$ cat src/rtl/paddle_game_ctrl_if.sv
// rtl/paddle_game_ctrl_if.sv - button, ball and paddle signal bundle for the game sequencer
interface paddle_game_ctrl_if;
   logic       tick;
   logic       btn_start;
   logic       btn_pause;
   logic       btn_left;
   logic       btn_right;
   logic       ball_missed;
   logic [9:0] x_pos;
   logic [9:0] screen_width;
   logic [9:0] paddle_width;
   logic       move_left;
   logic       move_right;
   logic       paddle_reset;
   logic       paddle_pause;
   logic       ball_launch;
   logic [2:0] lives;
   logic [2:0] state;
   logic       game_over;

   modport master (
      output tick, btn_start, btn_pause, btn_left, btn_right, ball_missed,
             x_pos, screen_width, paddle_width,
      input  move_left, move_right, paddle_reset, paddle_pause, ball_launch,
             lives, state, game_over
   );

   modport slave (
      input  tick, btn_start, btn_pause, btn_left, btn_right, ball_missed,
             x_pos, screen_width, paddle_width,
      output move_left, move_right, paddle_reset, paddle_pause, ball_launch,
             lives, state, game_over
   );
endinterface

$ cat src/rtl/paddle_game_ctrl.sv
// rtl/paddle_game_ctrl.sv - serve/play/pause/over sequencer with rate-limited, edge-clamped paddle moves
module paddle_game_ctrl #(
   parameter int LIVES       = 3,
   parameter int SERVE_TICKS = 60,
   parameter int MOVE_DIV    = 2,
   parameter int STEP        = 2
) (
   input logic               clk,
   input logic               reset,
   paddle_game_ctrl_if.slave bus
);

   typedef enum logic [2:0] {
      IDLE   = 3'd0,
      SERVE  = 3'd1,
      PLAY   = 3'd2,
      PAUSED = 3'd3,
      OVER   = 3'd4
   } state_t;

   state_t      state_q, state_d;
   logic [2:0]  lives_q, lives_d;
   logic [7:0]  serve_q, serve_d;
   logic [3:0]  div_q, div_d;
   logic        start_prev, pause_prev;
   logic        move_left_q, move_left_d, move_right_q, move_right_d;
   logic        launch_q, launch_d, preset_q, preset_d, ppause_q, ppause_d;
   logic        over_q, over_d;
   logic        start_edge, pause_edge, dir_l, dir_r, move_en, miss_reset;
   logic        left_ok, right_ok;
   logic [10:0] right_sum;

   assign start_edge = bus.btn_start & ~start_prev;
   assign pause_edge = bus.btn_pause & ~pause_prev;
   assign dir_l      = bus.btn_left & ~bus.btn_right;
   assign dir_r      = bus.btn_right & ~bus.btn_left;
   assign move_en    = (state_q == SERVE) || (state_q == PLAY);
   // 11-bit sum so a paddle near the right edge cannot wrap past the clamp
   assign right_sum  = {1'b0, bus.x_pos} + {1'b0, bus.paddle_width} + 11'(STEP);
   assign left_ok    = bus.x_pos >= 10'(STEP);
   assign right_ok   = right_sum <= {1'b0, bus.screen_width};

   always_comb begin
      state_d      = state_q;
      lives_d      = lives_q;
      serve_d      = serve_q;
      div_d        = div_q;
      move_left_d  = 1'b0;
      move_right_d = 1'b0;
      launch_d     = 1'b0;
      miss_reset   = 1'b0;

      if (move_en) begin
         if (!(dir_l || dir_r)) begin
            div_d = '0;
         end else if (bus.tick) begin
            if (div_q == '0) begin
               move_left_d  = dir_l & left_ok;
               move_right_d = dir_r & right_ok;
            end
            div_d = (div_q >= 4'(MOVE_DIV - 1)) ? '0 : div_q + 4'd1;
         end
      end

      case (state_q)
         IDLE: begin
            if (start_edge) begin
               state_d = SERVE;
               serve_d = '0;
            end
         end
         SERVE: begin
            if (bus.tick) begin
               serve_d = serve_q + 8'd1;
               if ({1'b0, serve_q} + 9'd1 == 9'(SERVE_TICKS)) begin
                  launch_d = 1'b1;
                  state_d  = PLAY;
               end
            end
         end
         PLAY: begin
            // a miss wins over a simultaneous pause edge, which is dropped
            if (bus.ball_missed) begin
               if (lives_q > 3'd1) begin
                  lives_d    = lives_q - 3'd1;
                  miss_reset = 1'b1;
                  serve_d    = '0;
                  state_d    = SERVE;
               end else begin
                  lives_d = '0;
                  state_d = OVER;
               end
            end else if (pause_edge) begin
               state_d = PAUSED;
            end
         end
         PAUSED: begin
            if (pause_edge) state_d = PLAY;
         end
         OVER: begin
            if (start_edge) begin
               state_d = IDLE;
               lives_d = 3'(LIVES);
            end
         end
         default: state_d = IDLE;
      endcase

      preset_d = (state_d == IDLE) || miss_reset;
      ppause_d = (state_d == IDLE) || (state_d == PAUSED) || (state_d == OVER);
      over_d   = (state_d == OVER);
   end

   always_ff @(posedge clk or posedge reset) begin
      if (reset) begin
         state_q      <= IDLE;
         lives_q      <= 3'(LIVES);
         serve_q      <= '0;
         div_q        <= '0;
         start_prev   <= 1'b0;
         pause_prev   <= 1'b0;
         move_left_q  <= 1'b0;
         move_right_q <= 1'b0;
         launch_q     <= 1'b0;
         preset_q     <= 1'b1;
         ppause_q     <= 1'b1;
         over_q       <= 1'b0;
      end else begin
         state_q      <= state_d;
         lives_q      <= lives_d;
         serve_q      <= serve_d;
         div_q        <= div_d;
         start_prev   <= bus.btn_start;
         pause_prev   <= bus.btn_pause;
         move_left_q  <= move_left_d;
         move_right_q <= move_right_d;
         launch_q     <= launch_d;
         preset_q     <= preset_d;
         ppause_q     <= ppause_d;
         over_q       <= over_d;
      end
   end

   assign bus.move_left    = move_left_q;
   assign bus.move_right   = move_right_q;
   assign bus.paddle_reset = preset_q;
   assign bus.paddle_pause = ppause_q;
   assign bus.ball_launch  = launch_q;
   assign bus.lives        = lives_q;
   assign bus.state        = state_q;
   assign bus.game_over    = over_q;

endmodule

$ cat src/flat_wrapper.sv
// flat-port wrapper written by rule: the top's interface ports become plain ports
module paddle_game_ctrl_flat 
#(
   parameter int LIVES       = 3,
   parameter int SERVE_TICKS = 60,
   parameter int MOVE_DIV    = 2,
   parameter int STEP        = 2
)
  (clk, reset, bus_tick, bus_btn_start, bus_btn_pause, bus_btn_left, bus_btn_right, bus_ball_missed, bus_x_pos, bus_screen_width, bus_paddle_width, bus_move_left, bus_move_right, bus_paddle_reset, bus_paddle_pause, bus_ball_launch, bus_lives, bus_state, bus_game_over);
  paddle_game_ctrl_if bus_i ();
  input logic clk;
  input logic reset;
  input wire logic [$bits(bus_i.tick)-1:0] bus_tick;
  input wire logic [$bits(bus_i.btn_start)-1:0] bus_btn_start;
  input wire logic [$bits(bus_i.btn_pause)-1:0] bus_btn_pause;
  input wire logic [$bits(bus_i.btn_left)-1:0] bus_btn_left;
  input wire logic [$bits(bus_i.btn_right)-1:0] bus_btn_right;
  input wire logic [$bits(bus_i.ball_missed)-1:0] bus_ball_missed;
  input wire logic [$bits(bus_i.x_pos)-1:0] bus_x_pos;
  input wire logic [$bits(bus_i.screen_width)-1:0] bus_screen_width;
  input wire logic [$bits(bus_i.paddle_width)-1:0] bus_paddle_width;
  output wire logic [$bits(bus_i.move_left)-1:0] bus_move_left;
  output wire logic [$bits(bus_i.move_right)-1:0] bus_move_right;
  output wire logic [$bits(bus_i.paddle_reset)-1:0] bus_paddle_reset;
  output wire logic [$bits(bus_i.paddle_pause)-1:0] bus_paddle_pause;
  output wire logic [$bits(bus_i.ball_launch)-1:0] bus_ball_launch;
  output wire logic [$bits(bus_i.lives)-1:0] bus_lives;
  output wire logic [$bits(bus_i.state)-1:0] bus_state;
  output wire logic [$bits(bus_i.game_over)-1:0] bus_game_over;
  assign bus_i.tick = bus_tick;
  assign bus_i.btn_start = bus_btn_start;
  assign bus_i.btn_pause = bus_btn_pause;
  assign bus_i.btn_left = bus_btn_left;
  assign bus_i.btn_right = bus_btn_right;
  assign bus_i.ball_missed = bus_ball_missed;
  assign bus_i.x_pos = bus_x_pos;
  assign bus_i.screen_width = bus_screen_width;
  assign bus_i.paddle_width = bus_paddle_width;
  assign bus_move_left = bus_i.move_left;
  assign bus_move_right = bus_i.move_right;
  assign bus_paddle_reset = bus_i.paddle_reset;
  assign bus_paddle_pause = bus_i.paddle_pause;
  assign bus_ball_launch = bus_i.ball_launch;
  assign bus_lives = bus_i.lives;
  assign bus_state = bus_i.state;
  assign bus_game_over = bus_i.game_over;
  paddle_game_ctrl #(.LIVES(LIVES), .SERVE_TICKS(SERVE_TICKS), .MOVE_DIV(MOVE_DIV), .STEP(STEP)) u_core (.clk(clk), .reset(reset), .bus(bus_i));
endmodule
$ cat config.mk
export PLATFORM = sky130hd
export DESIGN_NAME = paddle_game_ctrl_flat
export DESIGN_NICKNAME = d
export VERILOG_FILES = /design/src/rtl/paddle_game_ctrl_if.sv /design/src/rtl/paddle_game_ctrl.sv /design/src/flat_wrapper.sv
export SDC_FILE = /design/constraint.sdc
export NUM_CORES = 1
export LEC_CHECK = 0
export CORE_ASPECT_RATIO = 0.7
export CORE_MARGIN = 2
export CORE_UTILIZATION = 51
export DETAILED_ROUTE_END_ITERATION = 8
export GPL_TIMING_DRIVEN = 0
export PLACE_DENSITY = 0.83
export SYNTH_ARGS = -nofsm -noshare
export SYNTH_HDL_FRONTEND = slang
export SYNTH_SLANG_ARGS = --single-unit
$ cat constraint.sdc
create_clock -name clk -period 2.2 [get_ports clk]
set_clock_uncertainty 0.05 [all_clocks]
set_input_delay 0.55 -clock clk [delete_from_list [all_inputs] [get_ports clk]]
set_output_delay 0.55 -clock clk [all_outputs]
set_load 0.1 [all_outputs]
# Yosys cells after proc, flatten, opt, wreduce, memory -nomap -nowiden
# Cells that the tools add are included.
# totals
output_inout_bits	12
word_cells	93
ff_bits	26
in_bits	38
# classes
reduce_logical	13
n_lt_le_gt_ge	4
addsub	6
n_mux	35
bitwise_logic	10
n_eq_ne	13
# ops
op	n
3-bit two-way mux	11
8-bit two-way mux	4
8-bit case mux with 3 select lines	1
3-bit case mux with 5 select lines	1
1-bit two-way mux	14
4-bit two-way mux	3
10-bit by 10-bit adder with 11-bit output	1
11-bit by 2-bit adder with 11-bit output (second input constant)	1
11-bit by 10-bit less-or-equal comparator with 1-bit output	1
10-bit by 2-bit >= comparator with 1-bit output (second input constant)	1
8-bit by 1-bit adder with 9-bit output (second input constant)	1
3-bit by 2-bit == test with 1-bit output (second input constant)	3
9-bit by 6-bit == test with 1-bit output (second input constant)	1
8-bit by 1-bit adder with 8-bit output (second input constant)	1
2-bit != test (second input constant)	4
1-bit bitwise AND	6
3-bit == test (second input constant)	2
3-bit zero test	2
3-bit case mux with 2 select lines	1
1-bit logical OR	5
5-bit AND reduction	1
4-bit by 1-bit adder with 4-bit output (second input constant)	1
4-bit by 1-bit >= comparator with 1-bit output (second input constant)	1
4-bit zero test	1
9 further kinds	13

# Logic depth before layout (Yosys ltp)
# Gate-level depths: netlist of the first run.
# depth
depth_word	8
mapped_depth	17
ltp_nobuf	17

# Worst setup path after synthesis of the first run
# No wires, ideal clock.
# synth_path
path_type	input to register
from	in bus_paddle_width[1]
to	reg u_core.move_right_q (netlist: u_core.bus.move_right)
setup_time_ns	0.101
n_path_buf	0
required_ns	2.049
arrival_time_ns	3.001
slack_ns	-0.952
cell_stages	17
path_cell_list	inv_1 -> ha_1 -> inv_1 -> ha_1 -> inv_1 -> fa_1 -> inv_1 -> a21o_1 -> a41o_1 -> nor2_1 -> xnor2_1 -> ha_1 -> and2_1 -> nand3_1 -> o32ai_1 -> a21oi_1 -> nor4_1
# synth_between
elab_chain_cells	8
# synth_rtl
element	line	source
start: declaration	flat_wrapper.sv:21	input wire logic [$bits(bus_i.paddle_width)-1:0] bus_paddle_width;
10-bit by 10-bit adder with 11-bit output	paddle_game_ctrl.sv:39	assign right_sum = {1'b0, bus.x_pos} + {1'b0, bus.paddle_width} + 11'(STEP);
11-bit by 2-bit adder with 11-bit output	paddle_game_ctrl.sv:39	
11-bit by 10-bit less-or-equal comparator with 1-bit output	paddle_game_ctrl.sv:41	assign right_ok = right_sum <= {1'b0, bus.screen_width};
1-bit bitwise AND	paddle_game_ctrl.sv:59	move_right_d = dir_r & right_ok;
1-bit two-way mux	paddle_game_ctrl.sv:57	if (div_q == '0) begin
1-bit two-way mux	paddle_game_ctrl.sv:56	end else if (bus.tick) begin
1-bit two-way mux	paddle_game_ctrl.sv:54	if (!(dir_l || dir_r)) begin
1-bit two-way mux	paddle_game_ctrl.sv:53	if (move_en) begin
via u_core.move_right_d	paddle_game_ctrl.sv:26	logic move_left_q, move_left_d, move_right_q, move_right_d;
end signal: assignment	paddle_game_ctrl.sv:136	move_right_q <= move_right_d;
end: declaration	paddle_game_ctrl.sv:26	
# The timed path passes the listed nets, and every way through them passes these cells.
# A chain may end at the register's enable or synchronous reset.

# Final worst setup path of the first run
# layout_path
from	in bus_paddle_width[2]
to	reg u_core.move_right_q (netlist: u_core.bus.move_right)
# The elaborated chain is that of the path after synthesis.

==> results of run 1 <==
## worst max-delay path, delay by kind of cell
kind            cells  cell delay (ns)
xor+xnor            1             0.15
buf+inv             1             0.26
simple gates        3             0.47
fa+ha+maj           3             0.82
compound gates      6             0.95
## kinds of logic after synthesis
family                   synth area share (%)
AO/OA/AOI/OAI                           18.53
XOR/XNOR                                3.202
multiplexers                           0.4574
adder cells (fa/ha/maj)                 22.07
flip-flops                              29.96
AND/OR/NAND/NOR                         19.27
buffers and inverters                   6.518
## sequential cells by signal, summed over array words and instances, names as in the netlist
register                 flops
u_core.bus.paddle_pause      1
u_core.bus.paddle_reset      1
u_core.serve_q               8
u_core.pause_prev            1
u_core.bus.move_left         1
u_core.bus.lives             3
u_core.start_prev            1
u_core.bus.state             3
u_core.div_q                 4
u_core.bus.game_over         1
u_core.bus.ball_launch       1
u_core.bus.move_right        1
## final timing paths
path | to | cells after the start | slack (ns)
max in group asynchronous | u_core.bus.state[0]$_DFF_PP0_ | 2 | 0.76
setup reg to reg | u_core.serve_q[4]$_DFFE_PP0P_ | 6 | 0.30
setup / recovery | u_core.bus.move_right$_DFF_PP0_ | 14 | -0.86
min in group asynchronous | u_core.serve_q[7]$_DFFE_PP0P_ | 2 | 0.74
hold reg to reg | u_core.serve_q[5]$_DFFE_PP0P_ | 1 | 0.44
hold / removal | u_core.serve_q[5]$_DFFE_PP0P_ | 1 | 0.44
## what timing repair did
action                     in CTS  in global routing
pin swaps                      15                  2
setup buffers                   6                  0
setup endpoints to repair      13                  5
gates resized for setup        63                  2
## synth_stat cells, types with 3 or more instances
library cell | number | area [µm²]
sky130_fd_sc_hd__o22ai_1 | 3 | 18.77
sky130_fd_sc_hd__nor3_1 | 5 | 25.02
sky130_fd_sc_hd__dfstp_2 | 4 | 105.1
sky130_fd_sc_hd__and3_1 | 4 | 25.02
sky130_fd_sc_hd__a21o_1 | 4 | 30.03
sky130_fd_sc_hd__o21ai_0 | 19 | 95.09
sky130_fd_sc_hd__nand4_1 | 8 | 50.05
sky130_fd_sc_hd__nand2_1 | 11 | 41.29
sky130_fd_sc_hd__xnor2_1 | 8 | 70.07
sky130_fd_sc_hd__a21oi_1 | 11 | 55.05
sky130_fd_sc_hd__nor2_1 | 14 | 52.55
sky130_fd_sc_hd__inv_1 | 30 | 112.6
sky130_fd_sc_hd__dfrtp_1 | 22 | 550.5
sky130_fd_sc_hd__o21a_1 | 3 | 22.52
sky130_fd_sc_hd__ha_1 | 37 | 462.9
sky130_fd_sc_hd__buf_2 | 3 | 15.01
sky130_fd_sc_hd__nor2b_1 | 6 | 37.54
sky130_fd_sc_hd__nand3_1 | 13 | 65.06
sky130_fd_sc_hd__a31oi_1 | 3 | 18.77
sky130_fd_sc_hd__a211oi_1 | 3 | 22.52
## stage by stage
stage / TNS [ns] / power, µW / hold slack, ns / area (µm²) / cells
after floorplan: -0.7698 / 1654 / 0.3936 / 2238 / 244
after CTS: -0.8587 / 2338 / 0.4462 / 3003 / 355
final: -0.8577 / 2371 / 0.4373 / 3012 / 355
after detailed placement: -2.725 / 1990 / 0.4333 / 2794 / 345
after global placement: -2.442 / 1940 / 0.4153 / 2794 / 345
after global routing: -0.9771 / 2543 / 0.4558 / 3012 / 355
## power by group through the flow
stage / logic [µW] / registers [µW] / clock network, µW
after floorplan: 745 / 909 / 0
after global placement: 1260 / 682 / 0
after detailed placement: 1300 / 689 / 0
after CTS: 1350 / 680 / 311
after global routing: 1510 / 699 / 332
final: 1370 / 682 / 316
## metal layers
| metal | routed length, µm | global-route usage [%] | part of all wire, % | vias up |
|---|---|---|---|---|
| met5 | 0 | 0 | 0 | - |
| met4 | 44 | 3.095 | 0.81 | 0 |
| met3 | 318 | 5.061 | 5.9 | 8 |
| met2 | 2373 | 36.87 | 44 | 61 |
| met1 | 2687 | 34.76 | 50 | 966 |
| li1 | - | - | - | 1001 |
## cell type report
class / instances / area share (%)
Buffer: 5 / 0.9971
Clock buffer: 4 / 1.828
Inverter: 30 / 3.905
Multi-Input combinational cell: 183 / 51.85
Sequential cell: 26 / 21.77
Tap cell: 52 / 2.160
Timing Repair Buffer: 55 / 17.49
==> out/results.tsv, run 1 <==
stage	metric	value	unit
power	switching_power	1085	µW
sta	grt_setup_unrepaired	true	
clock_tree	worst_skew_pair.late_latency	0.27	ns
global_route	initial_antenna_violation_count	0	
synth	dominantRegCellSynth	sky130_fd_sc_hd__dfrtp_1	
route	routedWlPerCell	15.28	µm
global_route	maximum_number_of_pins_on_one_net_before_global_route_repair	27	
finish	layout-drive-gt1-share	17.16	%
sta	final_period_minus_worst_setup_slack	3.058	ns
route	drt_drc_violations_left	0	
floorplan	floorplan.rows	19	
finish	multi_input_comb_area	1562	µm²
power	power_leakage	0.001383	µW
power	power.clock.fraction	13.3	%
worst_setup_path	path_cells	dlygate4sd2_1 -> ha_4 -> ha_1 -> a211oi_1 -> o31a_1 -> o21ai_1 -> o21ai_1 -> xnor2_1 -> ha_1 -> and2_1 -> nand3_1 -> o32ai_2 -> a21oi_1 -> nor4_1	
global_route	grt.total_usage	23.66	%
synth	synth-warning-count	0	
synth	syn-mean-instance-area	8.969	µm²
sta	hold_viol	0	
route	route.final.wire_length	5424	µm
global_route	grt.overflow.total	0	
worst_setup_path	wp_data_arrival	3.19	ns
clock_tree	cts.sinks	26	
placement	numPortBuffers	49	
power	sequentialPowerShare	28.8	%
floorplan	area_of_the_core_region	4018	µm²
finish	most-common-layout-cells	25 x sky130_fd_sc_hd__inv_1, 25 x sky130_fd_sc_hd__ha_1, 23 x sky130_fd_sc_hd__clkdlybuf4s50_1, 22 x sky130_fd_sc_hd__dfrtp_1	
sta	relSlewSlack	34.58	%
placement	dp_hpwl	4128	µm
sta	final_min_period_over_clock_period	139.0	%
placement	gp_routability_congestion	0.8632	
clock_tree	cts_inserted_buffers	3	
route	first_pass_iters	5	
synth	postSynth.asyncResetShare	100.0	%
clock_tree	cts.root.buffer_cell	sky130_fd_sc_hd__clkbuf_8	
floorplan	start_util	54.47	%
finish	diodes	0	
power	ir_drop	641.8	µV
worst_setup_path	timing.rr.start	u_core.bus.lives[1]$_DFFE_PP1P_	
worst_setup_path	crit_required	2.33	ns
worst_setup_path	worst_setup_path_end_kind	flop	
worst_setup_path	worstSetupPathType	in -> reg	
floorplan	count_of_pins_on_the_block_boundary	50	
worst_setup_path	timing.critical_path.slowest_cell_delay	0.32	ns
clock_tree	cts-root-to-sink-buffers	2	
clock_tree	cts_hold_repair.buffers	0	
synth	number_of_synthesized_flops_with_an_enable_pin	0	
route	routed-via-count	2036	
clock_tree	ctsHtreeMaxLevel	1	
route	post_drt_via_cell_ratio	5.735	
run_status	violations_in_the_final_reports	setup timing	
synth	synth_sequential_area_ratio	29.96	%
sta	final-max-slew-violation-count	0	
clock_tree	tritoncts	done	
sta	max_freq	327.0	MHz
sta	final-setup-viol-count	1	
global_route	global_route_wire_length_before_repair	8783	µm
finish	seq_area	655.6	µm²
worst_hold_path	worst_hold_launch	u_core.serve_q[5]$_DFFE_PP0P_	
finish	fillers	283	
synth	yosys.cell_types.count	48	
sta	worst_slew_pin_slew	0.9802	ns
route	ant_nets	0	
finish	layout.core_utilization	74.96	%
power	p_int	1285	µW
synth	ys_seq_elements	26	
worst_setup_path	worst_setup_path_start_kind	input port	
power	share_comb_of_total_power	57.9	%
finish	areaGrowthSynthToFinish	37.62	%
power	power-per-cell-area	787.1	nW/µm²
placement	detailedPlace.worstSlack	-1.625	ns
finish	design.final.nets	380	
sta	final.setup.worst_slack	-0.8577	ns
worst_hold_path	worst_hold_path_type	reg -> reg	
worst_setup_path	crit_path_start	bus_paddle_width[2]	
floorplan	die_extent_in_x	82.30	µm
synth	netlist_area	2188	µm²
power	power.switching_fraction	45.79	%
worst_setup_path	worst-path-max-fanout	2	
floorplan	die_area	4839	µm²
synth	synth_nets	320	
route	drt_first_iter_violations	118	
flow_run	cap_violations	0	
clock_tree	clk_pin_slew_worst_paths	0.09	ns
synth	synthCells	244	
worst_setup_path	worst_path_max_delay_cell	sky130_fd_sc_hd__o31a_1	
global_route	first_global_vias	1919	
run_status	result_of_the_run	finished, violations left	
floorplan	floorplan.die.height	58.81	µm
(Power assumes the default switching activity.)
==> run 2, diff against run 1 <==
--- a/config.mk
+++ b/config.mk
@@ -5,12 +5,15 @@
 export SDC_FILE = /design/constraint.sdc
 export NUM_CORES = 1
 export LEC_CHECK = 0
+export ABC_AREA = 0
 export CORE_ASPECT_RATIO = 0.7
 export CORE_MARGIN = 2
 export CORE_UTILIZATION = 51
 export DETAILED_ROUTE_END_ITERATION = 8
 export GPL_TIMING_DRIVEN = 0
 export PLACE_DENSITY = 0.83
+export SETUP_SLACK_MARGIN = 0.4
 export SYNTH_ARGS = -nofsm -noshare
 export SYNTH_HDL_FRONTEND = slang
 export SYNTH_SLANG_ARGS = --single-unit
+export TNS_END_PERCENT = 20
==> run 2 against run 1 <==
  * The flow still finishes with violations (setup timing)
  * Critical path type unchanged
  * Largest cell class unchanged
  * Cell area rose by 5.8%
  * Total power grew 7.9%
  * Utilization increased by 4.4 points
  * Critical endpoint unchanged
==> out/results.tsv, run 2 (synthesized netlist as in run 1, its figures left out) <==
stage	metric	value	unit	change
clock_tree	tritoncts	done		
worst_hold_path	worst_hold_launch	bus_btn_pause		
finish	areaGrowthSynthToFinish	45.63	%	
route	first_pass_iters	4		-1
sta	hold_viol	0		unchanged
global_route	global_route_wire_length_before_repair	10050	µm	+14%
sta	final.setup.worst_slack	-0.9106	ns	-0.05293 ns
worst_setup_path	worst_setup_path_start_kind	input port		
finish	most-common-layout-cells	22 x sky130_fd_sc_hd__ha_1, 21 x sky130_fd_sc_hd__inv_1, 18 x sky130_fd_sc_hd__dfrtp_1, 17 x sky130_fd_sc_hd__clkdlybuf4s50_1, 16 x sky130_fd_sc_hd__o21ai_0		
floorplan	die_extent_in_x	82.30	µm	unchanged
worst_setup_path	worstSetupPathType	in -> reg		
placement	dp_cells	345		unchanged
placement	numPortBuffers	49		unchanged
clock_tree	clk_pin_slew_worst_paths	0.09	ns	about the same
route	drt_drc_violations_left	0		unchanged
clock_tree	cts_inserted_buffers	3		unchanged
worst_hold_path	worst_min_delay_path_endpoint	u_core.pause_prev$_DFF_PP0_		
finish	diodes	0		unchanged
clock_tree	cts.sinks	26		unchanged
sta	timing.setup.tns	-0.9106	ns	-0.05293 ns
run_status	violations_in_the_final_reports	setup timing		
finish	layout.core_utilization	79.32	%	+4.4 points
worst_setup_path	timing.rr.start	u_core.bus.state[1]$_DFF_PP0_		
sta	max_freq	321.5	MHz	-1.7%
floorplan	start_util	54.47	%	unchanged
finish	final_common_cell	sky130_fd_sc_hd__ha_1		
placement	dp_hpwl	4244	µm	+2.8%
power	power_leakage	0.001418	µW	+2.5%
route	ant_nets	0		unchanged
clock_tree	cts.root.buffer_cell	sky130_fd_sc_hd__clkbuf_8		
worst_hold_path	worst_hold_path_type	in -> reg		
route	routed-via-count	2117		+4.0%
clock_tree	worst_skew_pair.late_latency	0.27	ns	about the same
flow_run	cap_violations	0		unchanged
worst_setup_path	timing.critical_path.slowest_cell_delay	0.37	ns	+0.05 ns
finish	fillers	248		-12%
finish	layout-drive-gt1-share	29.93	%	+13 points
worst_setup_path	worst_setup_path_end_kind	flop		
floorplan	count_of_pins_on_the_block_boundary	50		unchanged
sta	final-setup-viol-count	1		unchanged
placement	placement.cell_area	2834	µm²	+1.4%
finish	max_flop_register	u_core.serve_q		
worst_setup_path	wp_data_arrival	3.24	ns	+0.05 ns
sta	worst_slew_pin_slew	0.5729	ns	-0.4073 ns
sta	final-max-slew-violation-count	0		unchanged
global_route	first_global_vias	2176		+13%
finish	biggestRegsByFlops	u_core.serve_q x8, u_core.div_q x4		
clock_tree	cts-root-to-sink-buffers	2		unchanged
worst_setup_path	cp_num_buf_inv	5		+4
clock_tree	cts_hold_repair.buffers	0		unchanged
finish	design_area	3187	µm²	+5.8%
route	drt_first_iter_violations	140		+19%
global_route	initial_antenna_violation_count	0		unchanged
worst_setup_path	regToRegSetupSlack	0.33	ns	+0.03 ns
clock_tree	ctsHtreeMaxLevel	1		unchanged
worst_setup_path	worst-path-max-fanout	2		unchanged
worst_setup_path	rr_endpoint	u_core.serve_q[4]$_DFFE_PP0P_		
sta	final_period_minus_worst_setup_slack	3.111	ns	+0.05293 ns
power	ir_drop	743.7	µV	+16%
sta	final_min_period_over_clock_period	141.4	%	+2.4 points
route	route.final.wire_length	6317	µm	+16%
sta	holdWs	0.3714	ns	-0.06594 ns
worst_setup_path	worst-r2r-cell-count	5		-1
floorplan	die_area	4839	µm²	unchanged
global_route	grt.overflow.total	0		unchanged
floorplan	area_of_the_core_region	4018	µm²	unchanged
sta	grt_setup_unrepaired	true		
run_status	result_of_the_run	finished, violations left		
global_route	maximum_number_of_pins_on_one_net_before_global_route_repair	27		unchanged
placement	gp_routability_congestion	0.8584		-0.56%
route	post_drt_via_cell_ratio	5.947		+3.7%
global_route	grt.total_usage	27.12	%	+3.5 points
route	routedWlPerCell	17.74	µm	+16%
worst_setup_path	path_delay_family	compound AO/OA/AOI/OAI gates		
floorplan	floorplan.rows	19		unchanged
worst_setup_path	crit_required	2.33	ns	about the same
power	power-per-cell-area	802.2	nW/µm²	+1.9%
finish	design.final.nets	381		+0.26%
worst_setup_path	worst_path_max_delay_cell	sky130_fd_sc_hd__o41ai_2		
finish	layout.cells.non_filler	356		+0.28%
worst_hold_path	hold-path-cell-count	1		unchanged
worst_setup_path	path_cells	buf_8 -> inv_4 -> ha_4 -> inv_2 -> ha_4 -> inv_2 -> fa_2 -> inv_2 -> a21o_1 -> a41o_1 -> o41ai_2 -> xnor2_1 -> ha_1 -> nand3_2 -> o32ai_2 -> a21oi_2 -> nor4_2		
finish	largest_reg_flops	8		unchanged
floorplan	floorplan.die.height	58.81	µm	unchanged
worst_setup_path	critical-path-top-cell-by-count	sky130_fd_sc_hd__inv_2		
sta	relSlewSlack	61.98	%	+27 points
==> run 2: cell types whose count changed in the layout (fill, tap and decap cells not counted), sizes merged <==
cell,delta
inv,-1
clkdlybuf4s50,-6
dlygate4sd2,-4
clkinvlp,+1
clkdlybuf4s15,+1
buf,+9
dlymetal6s2s,+1
==> run 2: per-layer routing <==
metal	global-route usage [%]	wire (µm)	part of all wire, %
met5	0	0	0
met4	9.048	167	2.6
met3	6.288	471	7.5
met2	44.59	2897	46
met1	35.30	2781	44
==> run 2: how the worst max path moves through the flow <==
stage / from / endpoint / cells past startpoint
final: bus_x_pos[1] / u_core.bus.move_right$_DFF_PP0_ / 17
after global routing: bus_x_pos[1] / u_core.bus.move_right$_DFF_PP0_ / 17
after CTS: bus_x_pos[1] / u_core.bus.move_right$_DFF_PP0_ / 17
after detailed placement: bus_x_pos[1] / u_core.bus.move_right$_DFF_PP0_ / 17
after global placement: bus_x_pos[1] / u_core.bus.move_right$_DFF_PP0_ / 17
after floorplan: bus_paddle_width[1] / u_core.bus.move_right$_DFF_PP0_ / 16
==> run 2: cell type report <==
cell class / count / area, µm² / share of cell area (%)
tap: 52 / 65.06 / 2.042
buffer: 5 / 36.28 / 1.139
sequential: 26 / 673.1 / 21.12
timing repair buffer: 56 / 521.8 / 16.37
inverter: 30 / 123.9 / 3.887
clock buffer: 4 / 45.04 / 1.413
multi-input combinational: 183 / 1722 / 54.02
==> run 2: power breakdown <==
group          leakage, µW  switching [µW]  internal, µW  total [µW]
registers         0.000322             104           604         708
clock network    0.0000228             149           130         279
logic              0.00107             944           625        1570
==> run 2: stage by stage <==
stage | total power (µW) | setup slack (ns)
6_report | 2557 | -0.9106
5_1_grt | 2711 | -1.040
4_1_cts | 2471 | -0.8566
3_5_place_dp | 2023 | -1.631
3_3_place_gp | 1975 | -1.611
2_1_floorplan | 1680 | -0.7698
==> run 2: repair_timing <==
action | 4_1_cts | 5_1_grt
setup buffers | 7 | 0
setup endpoints to repair | 26 | 8
pin swaps | 20 | 8
resized for setup | 132 | 10
